## src/rtl/hazard_ctrl.sv

```systemverilog
// hazard_ctrl -- pipeline sequencer for the five-stage core.
//
// Generates the stall and flush controls for PC, IF/ID, ID/EX and EX/MEM from
//   * load-use hazards (ID opcode decoded to find which sources are really read),
//   * control redirects resolved in EX (taken branch, JAL, JALR),
//   * multi-cycle data-memory waits.
// Two saturating performance counters track stall cycles and redirect flushes.
//
// Ports
//   clk          in   core clock, rising edge
//   rst_n        in   asynchronous active-low reset
//   id_opcode    in   [6:0] opcode of the instruction in ID
//   id_rs1       in   [4:0] rs1 field of the instruction in ID
//   id_rs2       in   [4:0] rs2 field of the instruction in ID
//   ex_rd        in   [4:0] destination register of the instruction in EX
//   ex_mem_read  in   instruction in EX is a load
//   ex_redirect  in   EX resolved a taken branch / JAL / JALR this cycle
//   mem_busy     in   data memory not ready, MEM stage must hold
//   pc_stall     out  hold PC
//   ifid_stall   out  hold IF/ID
//   ifid_flush   out  zero IF/ID (NOP)
//   idex_stall   out  hold ID/EX
//   idex_flush   out  zero ID/EX control (bubble)
//   exmem_stall  out  hold EX/MEM
//   stall_cnt    out  [CNT_W-1:0] cycles with pc_stall=1, saturating
//   flush_cnt    out  [CNT_W-1:0] honoured redirects, saturating
module hazard_ctrl #(
  parameter int LU_BUBBLES = 1,
  parameter int CNT_W      = 16
) (
  input  logic             clk,
  input  logic             rst_n,
  input  logic [6:0]       id_opcode,
  input  logic [4:0]       id_rs1,
  input  logic [4:0]       id_rs2,
  input  logic [4:0]       ex_rd,
  input  logic             ex_mem_read,
  input  logic             ex_redirect,
  input  logic             mem_busy,
  output logic             pc_stall,
  output logic             ifid_stall,
  output logic             ifid_flush,
  output logic             idex_stall,
  output logic             idex_flush,
  output logic             exmem_stall,
  output logic [CNT_W-1:0] stall_cnt,
  output logic [CNT_W-1:0] flush_cnt
);

  typedef enum logic [1:0] {
    ST_RUN      = 2'd0,
    ST_LU_STALL = 2'd1,
    ST_MEM_WAIT = 2'd2
  } state_t;

  localparam logic [6:0] OP_R      = 7'b0110011;
  localparam logic [6:0] OP_I      = 7'b0010011;
  localparam logic [6:0] OP_LOAD   = 7'b0000011;
  localparam logic [6:0] OP_STORE  = 7'b0100011;
  localparam logic [6:0] OP_BRANCH = 7'b1100011;
  localparam logic [6:0] OP_JALR   = 7'b1100111;

  localparam logic [2:0]       BUB_INIT = 3'(LU_BUBBLES - 1);
  localparam logic [CNT_W-1:0] CNT_MAX  = {CNT_W{1'b1}};
  localparam logic [CNT_W-1:0] CNT_ONE  = {{(CNT_W-1){1'b0}}, 1'b1};

  state_t           state_q, state_d;
  logic [2:0]       bub_cnt_q, bub_cnt_d;
  logic [CNT_W-1:0] stall_cnt_q, stall_cnt_d;
  logic [CNT_W-1:0] flush_cnt_q, flush_cnt_d;

  logic uses_rs1, uses_rs2, load_use;
  logic pc_stall_c, ifid_stall_c, ifid_flush_c;
  logic idex_stall_c, idex_flush_c, exmem_stall_c;
  logic flush_inc_c;

  // Decode which source registers the ID-stage instruction actually reads.
  always_comb begin
    uses_rs1 = 1'b0;
    uses_rs2 = 1'b0;
    case (id_opcode)
      OP_R, OP_STORE, OP_BRANCH: begin
        uses_rs1 = 1'b1;
        uses_rs2 = 1'b1;
      end
      OP_I, OP_LOAD, OP_JALR: begin
        uses_rs1 = 1'b1;
        uses_rs2 = 1'b0;
      end
      default: begin
        // LUI, AUIPC, JAL and unknown opcodes read no register.
        uses_rs1 = 1'b0;
        uses_rs2 = 1'b0;
      end
    endcase
  end

  // x0 never carries a real dependency, so a load to x0 cannot cause a hazard.
  assign load_use = ex_mem_read && (ex_rd != 5'd0) &&
                    ((uses_rs1 && (ex_rd == id_rs1)) ||
                     (uses_rs2 && (ex_rd == id_rs2)));

  // Sequencer: control outputs and next state; priority mem_busy > redirect > load-use.
  always_comb begin
    state_d       = state_q;
    bub_cnt_d     = bub_cnt_q;
    pc_stall_c    = 1'b0;
    ifid_stall_c  = 1'b0;
    ifid_flush_c  = 1'b0;
    idex_stall_c  = 1'b0;
    idex_flush_c  = 1'b0;
    exmem_stall_c = 1'b0;
    flush_inc_c   = 1'b0;

    case (state_q)
      // MEM_WAIT with memory ready behaves exactly like RUN in the same cycle.
      ST_RUN, ST_MEM_WAIT: begin
        if (mem_busy) begin
          pc_stall_c    = 1'b1;
          ifid_stall_c  = 1'b1;
          idex_stall_c  = 1'b1;
          exmem_stall_c = 1'b1;
          state_d       = ST_MEM_WAIT;
        end else if (ex_redirect) begin
          ifid_flush_c = 1'b1;
          idex_flush_c = 1'b1;
          flush_inc_c  = 1'b1;
          state_d      = ST_RUN;
        end else if (load_use) begin
          // The ID/EX register takes a bubble rather than holding the consumer.
          pc_stall_c   = 1'b1;
          ifid_stall_c = 1'b1;
          idex_flush_c = 1'b1;
          if (LU_BUBBLES == 1) begin
            state_d = ST_RUN;
          end else begin
            bub_cnt_d = BUB_INIT;
            state_d   = ST_LU_STALL;
          end
        end else begin
          state_d = ST_RUN;
        end
      end

      ST_LU_STALL: begin
        if (mem_busy) begin
          // Freeze without consuming a bubble.
          pc_stall_c    = 1'b1;
          ifid_stall_c  = 1'b1;
          idex_stall_c  = 1'b1;
          exmem_stall_c = 1'b1;
        end else if (ex_redirect) begin
          // The stalled consumer is on the wrong path; drop the remaining bubbles.
          ifid_flush_c = 1'b1;
          idex_flush_c = 1'b1;
          flush_inc_c  = 1'b1;
          bub_cnt_d    = 3'd0;
          state_d      = ST_RUN;
        end else begin
          pc_stall_c   = 1'b1;
          ifid_stall_c = 1'b1;
          idex_flush_c = 1'b1;
          bub_cnt_d    = bub_cnt_q - 3'd1;
          if (bub_cnt_q == 3'd1) begin
            state_d = ST_RUN;
          end else begin
            state_d = ST_LU_STALL;
          end
        end
      end

      default: begin
        state_d   = ST_RUN;
        bub_cnt_d = 3'd0;
      end
    endcase
  end

  // Saturating performance counters.
  always_comb begin
    if (pc_stall_c && (stall_cnt_q != CNT_MAX)) begin
      stall_cnt_d = stall_cnt_q + CNT_ONE;
    end else begin
      stall_cnt_d = stall_cnt_q;
    end
    if (flush_inc_c && (flush_cnt_q != CNT_MAX)) begin
      flush_cnt_d = flush_cnt_q + CNT_ONE;
    end else begin
      flush_cnt_d = flush_cnt_q;
    end
  end

  // State, bubble counter and performance counter registers.
  always_ff @(posedge clk or negedge rst_n) begin
    if (!rst_n) begin
      state_q     <= ST_RUN;
      bub_cnt_q   <= 3'd0;
      stall_cnt_q <= {CNT_W{1'b0}};
      flush_cnt_q <= {CNT_W{1'b0}};
    end else begin
      state_q     <= state_d;
      bub_cnt_q   <= bub_cnt_d;
      stall_cnt_q <= stall_cnt_d;
      flush_cnt_q <= flush_cnt_d;
    end
  end

  // Controls are combinational from inputs, so force them low while reset is held.
  assign pc_stall    = pc_stall_c    & rst_n;
  assign ifid_stall  = ifid_stall_c  & rst_n;
  assign ifid_flush  = ifid_flush_c  & rst_n;
  assign idex_stall  = idex_stall_c  & rst_n;
  assign idex_flush  = idex_flush_c  & rst_n;
  assign exmem_stall = exmem_stall_c & rst_n;
  assign stall_cnt   = stall_cnt_q;
  assign flush_cnt   = flush_cnt_q;

endmodule

```

## config.mk

```make
export PLATFORM = sky130hd
export DESIGN_NAME = hazard_ctrl
export DESIGN_NICKNAME = d
export VERILOG_FILES = /design/src/rtl/hazard_ctrl.sv
export SDC_FILE = /design/constraint.sdc
export NUM_CORES = 1
export LEC_CHECK = 0
export CORE_ASPECT_RATIO = 2
export CORE_MARGIN = 4
export CORE_UTILIZATION = 35
export CTS_CLUSTER_DIAMETER = 60
export DETAILED_ROUTE_END_ITERATION = 7
export HOLD_SLACK_MARGIN = 0.02
export PLACE_DENSITY = 0.66
export SYNTH_ARGS = -nofsm -noshare
export SYNTH_HDL_FRONTEND = slang
export SYNTH_SLANG_ARGS = --single-unit
```

## constraint.sdc

```tcl
create_clock -name clk -period 8.89 [get_ports clk]
set_clock_uncertainty 0.15 [all_clocks]
set_input_delay 2.667 -clock clk [delete_from_list [all_inputs] [get_ports clk]]
set_output_delay 2.667 -clock clk [all_outputs]
set_load 0.005 [all_outputs]
```

=== After elaboration in Yosys (flattened, before gate mapping) ===
Cells that the tools add are included.

* Register bits: 37
* Input bits: 27
* Output and inout bits: 38
* Word-level logic and storage cells: 65

* $add $sub $neg: 3
* Eq/ne operators: 14
* Multiplexer cells: 25
* Bitwise gates (word level): 5
* Reduce and logical (&&, ||, !) cells: 14

{| class="wikitable"
|+ Operator list
! cell !! number
|-
| $add 16x1->16 const B || 2
|-
| $ne 16x16->1 const B || 2
|-
| $mux 1 || 17
|-
| $eq 7x6->1 const B || 2
|-
| $eq 7x7->1 const B || 2
|-
| $eq 5x5->1 || 2
|-
| $eq 7x2->1 const B || 1
|-
| $eq 7x5->1 const B || 1
|-
| $logic_and 1x1->1 || 6
|-
| $mux 3 || 2
|-
| $pmux 3 s2 || 1
|-
| $reduce_or 3->1 || 2
|-
| $reduce_or 6->1 || 1
|-
| $reduce_bool 5->1 || 1
|-
| $and 1x1->1 || 4
|-
| $mux 2 || 2
|-
| $pmux 1 s2 || 2
|-
| $pmux 2 s2 || 1
|-
| $eq 3x1->1 const B || 1
|-
| $sub 3x1->3 const B || 1
|-
| $eq 2x1->1 const B || 1
|-
| $eq 2x2->1 const B || 1
|-
| $logic_not 2->1 || 1
|-
| $ne 2x2->1 const B || 1
|-
| other kinds (4) || 4
|}

=== Longest topological paths before layout ===
* Depth in word-level cells: 11
* Mapped depth: 9
* Depth with buffers taken out: 8

=== Least setup slack after synthesis ===
No wires, ideal clock.

* Kind: input port to output port
* Start: input port ex_rd[1]
* End: output port pc_stall
* Arrival time: 4,058 ps
* Data required time: 6,073 ps
* Path slack: 2,015 ps
* Stages on the path: 7
* Path buffers: 1
* Cell sequence: xor2_1 -> a2111o_1 -> o21ai_0 -> a21oi_1 -> o21ai_0 -> nor2b_1 -> buf_4

* Longest elaborated chain between the ends: 9
* Elaborated cells between the ends (all ways): 13
* Classes of those cells: 2 x eq/ne; 4 x mux; 1 x bitwise; 6 x reduce/logical

{| class="wikitable"
|+ RTL lines
! what !! RTL line !! RTL
|-
| start: declaration || 36 || <nowiki>input logic [4:0] ex_rd,</nowiki>
|-
| $eq 5x5->1 (on tied branches) || 100, 101 ||
|-
| $logic_and 1x1->1 (on tied branches) || 100, 101 ||
|-
| $logic_or 1x1->1 || 100 || <nowiki>((uses_rs1 && (ex_rd == id_rs1)) ||</nowiki>
|-
| $logic_and 1x1->1 * || 99 || <nowiki>assign load_use = ex_mem_read && (ex_rd != 5'd0) &&</nowiki>
|-
| $mux 1 * (3 in a row) || -- ||
|-
| $pmux 1 s2 * || -- ||
|-
| $and 1x1->1 * || -- ||
|-
| end: declaration || 40 || <nowiki>output logic pc_stall,</nowiki>
|}

Every way passes the cells marked *; elsewhere a longest branch is shown, timed or not.

=== Worst setup path after layout ===
* Start: input port ex_rd[1]
* End: output port ifid_stall

* Longest elaborated chain between the ends: 9
* Elaborated cells between the ends (all ways): 13
* Classes of those cells: 2 x eq/ne; 4 x mux; 1 x bitwise; 6 x reduce/logical

{| class="wikitable"
|+ RTL lines
! what !! RTL line !! RTL
|-
| $eq 5x5->1 (on tied branches) || 100, 101 ||
|-
| $logic_and 1x1->1 (on tied branches) || 100, 101 ||
|-
| $logic_or 1x1->1 || 100 ||
|-
| $logic_and 1x1->1 * || 99 ||
|-
| $mux 1 * || 129 || <nowiki>end else if (load_use) begin</nowiki>
|-
| $mux 1 * || 124 || <nowiki>end else if (ex_redirect) begin</nowiki>
|-
| $mux 1 * || 118 || <nowiki>if (mem_busy) begin</nowiki>
|-
| $pmux 1 s2 * || 115 || <nowiki>case (state_q)</nowiki>
|-
| $and 1x1->1 * || 210 || <nowiki>assign ifid_stall = ifid_stall_c & rst_n;</nowiki>
|-
| end: declaration || 41 || <nowiki>output logic ifid_stall,</nowiki>
|}

Marked as above.

==> results.md <==
* Status: finished, final reports clean
* Yosys top cell area share at 0.458
* Vias per cell at 5.07
* GPL Wtd Cong at 0.773
* DRC at 0
* EDFF count, synth at 0
* Initial DRC count at 47
* Required @ worst endpoint at 6.07 ns
* Critical Path Max Stage Delay at 0.53 ns
* ANT cells at 0
* Vias in the first global route at 1738
* Post-CTS Hold Fix Bufs at 0
* Most frequent cell after synthesis: dfrtp_1
* Layout cells sized above 1 at 0.0858
* Startpoint types: primary input
* Clock Tree Buf Depth at 2
* Die area at 7130 sq um
* Critical-path cell list: clkdlybuf4s50_1, xor2_1, a2111o_1, o21ai_0, a21oi_1, o21ai_0, nor2b_1, clkdlybuf4s50_1
* Cell Area, Synth at 2020 sq um
* Place WS at 0.965 ns
* Crit Path Class: primary input to output port
* PnR worst setup slack at 0.975 ns
* Primary FF master, synth: dfrtp_1
* Avg Inst Size Synth at 10.2 sq um
* Max Slew Vio Count at 0
* Fraction of registers with async set/reset at 1.00
* #FFs+latches synth at 37
* Final count of hold timing violations at 0
* Met2 Use GR at 0.284
* Core area at 5660 sq um
* GR Overflow Total at 0
* Total Power at 0.547 mW
* Tcrit/Tclk final at 0.890
* Number of CTS-inserted buffers at 5
* Clock power frac at 0.316
* Met3 global-route usage at 0.0290
* Fmax at 126 MHz
* Port-buffer cells at 64
* Setup TNS at 0 ns
* Antenna-violating nets left at 0
* Hold Path Class: register to register
* YS warnings at 0
* Internal at 0.396 mW
* Maximum vdd drop at 0.174 mV
* Via count at 1667
* Crit. End Element: output port
* Sink Count at 37
* Total Routed Length at 4970 um
* Clock-pin slew on the worst setup and hold paths at 0.05 ns
* Slew headroom at 0.567
* Final setup viols at 0
* Largest net degree at the start of global routing at 39
* Syn_nets at 230
* P&R area growth vs syn at 41.3%
* Yosys cell types at 39
* H-tree levels at 2
* Pleak at 1.16 nW
* Cell Rows at 39
* Final min period at 7.92 ns
* Combinational power share at 0.254
* Nets at 299
* Io pins at 65
* # resized after CTS at 0
* Starting density of the core at 0.357
* Least-Margin Pin Slew at 0.645 ns
* Post-DP HPWL at 3960 um
* RSZ-0062 raised after global routing: no
* Most crowded layer after global routing: met2
* Initial antenna violation count at 0
* Worst skew pair latency at 0.27 ns
* Fill cells at 550
* Routed length per instance at 15.1 um
* Net Sw Power at 0.151 mW
* Root buffer cell: clkbuf_16
* Pre-antenna DRT Iters at 4
* Setup bufs post-CTS at 0
* CTS tree: yes
* First-pass GRT wire length at 8360 um
* Die W at 61.8 um
* Switching Share at 0.275
* Sequential fraction of the synthesis area at 0.458
* Top post-synthesis cells by area: dfrtp_1 46%, xnor2_1 12%, xor2_1 3.9%
* Max cap viols at 0
* Post-synth top area cell: dfrtp_1
* Reg power frac at 0.430
* Slowest library cell on the worst path: clkdlybuf4s50_1
* Worst-path maximum fanout at 3
* GRT Total Usage at 0.157
* Top cells by count, synth: 37 x dfrtp_1, 28 x xnor2_1, 20 x nand2_1
* Power per Cell Area at 191 nW/um^2
* Arr. time, crit path at 5.10 ns
* Die extent in y at 116 um
* Syn Inst Count at 199
* Met1 Use GR at 0.175
==> layout by cell type (no fill, tap or decap), types with 2 or more instances in the layout <==
cell type	n
and2_1	2
clkbuf_16	5
nor3_1	4
nand4_1	9
ha_1	4
and3_1	3
o22ai_1	2
xnor2_1	28
nor2b_1	2
nor2_1	15
mux2_2	4
xor2_1	9
nand2_1	20
a21oi_1	3
inv_1	11
clkdlybuf4s50_1	63
nand3_1	15
and4_4	3
dfrtp_1	37
o21ai_0	5
nor4_1	2
==> cell type report <==
class                           instances  area [sq um]  share of cell area
Multi-Input combinational cell        148          1030               0.360
Sequential cell                        37           926               0.324
Timing Repair Buffer                   65           643               0.225
Clock buffer                            7           143              0.0499
Tap cell                               61          76.3              0.0267
Inverter                               11          41.3              0.0144
==> cells by family (layout without fill, tap and decap cells) <==
family,count (synthesis),after routing,share of synthesized area
multiplexers,5,5,0.0272
XOR/XNOR,37,37,0.160
flip-flops,37,37,0.458
AND/OR/NAND/NOR,83,83,0.224
AO/OA/AOI/OAI,19,19,0.0724
buffers and inverters,14,83,0.0334
adder cells (fa/ha/maj),4,4,0.0247
==> through the flow <==
stage	instance area [sq um]	hold slack, ns	std cells	util
after floorplan	2020	0.323	199	-
after global placement	2720	0.324	322	0.480
after detailed placement	2720	0.335	322	0.480
after CTS	2860	0.346	329	0.505
after global routing	2860	0.366	329	0.505
final	2860	0.338	329	0.505
==> metal layers <==
| layer | routed length (um) | vias to the layer above |
|---|---|---|
| met5 | 0 | - |
| met4 | 73 | 0 |
| met3 | 132 | 6 |
| met2 | 2980 | 28 |
| met1 | 1790 | 809 |
| li1 | - | 824 |
==> state kept, by name, summed over array words and instances, names as in the netlist <==
name,flops
state_q,2
bub_cnt_q,3
flush_cnt,16
stall_cnt,16
==> power by group through the flow <==
stage	Sequential (mW)	Clock (mW)	Combinational, mW
after detailed placement	0.238	0	0.141
after global routing	0.242	0.184	0.155
final	0.235	0.173	0.139
after CTS	0.236	0.177	0.142
after floorplan	0.235	0	0.0558
after global placement	0.238	0	0.139
==> worst max-delay path, delay by kind of cell <==
kind / cells / cell delay [ns]
buf+inv: 2 / 1.00
xor+xnor: 1 / 0.19
simple gates: 1 / 0.21
compound gates: 4 / 1.03
==> final timing paths <==
path                       cells past startpoint             to    startpoint  slack [ns]
max                                            8     ifid_stall      ex_rd[1]        0.97
min                                            1   flush_cnt[7]  flush_cnt[7]        0.34
max reg2reg                                    6   stall_cnt[1]  stall_cnt[7]        6.53
min reg2reg                                    1   flush_cnt[7]  flush_cnt[7]        0.34
max in group asynchronous                      2   bub_cnt_q[2]         rst_n        5.91
min in group asynchronous                      2  flush_cnt[14]         rst_n        2.35
No activity file was read; power rests on OpenSTA's default activity.
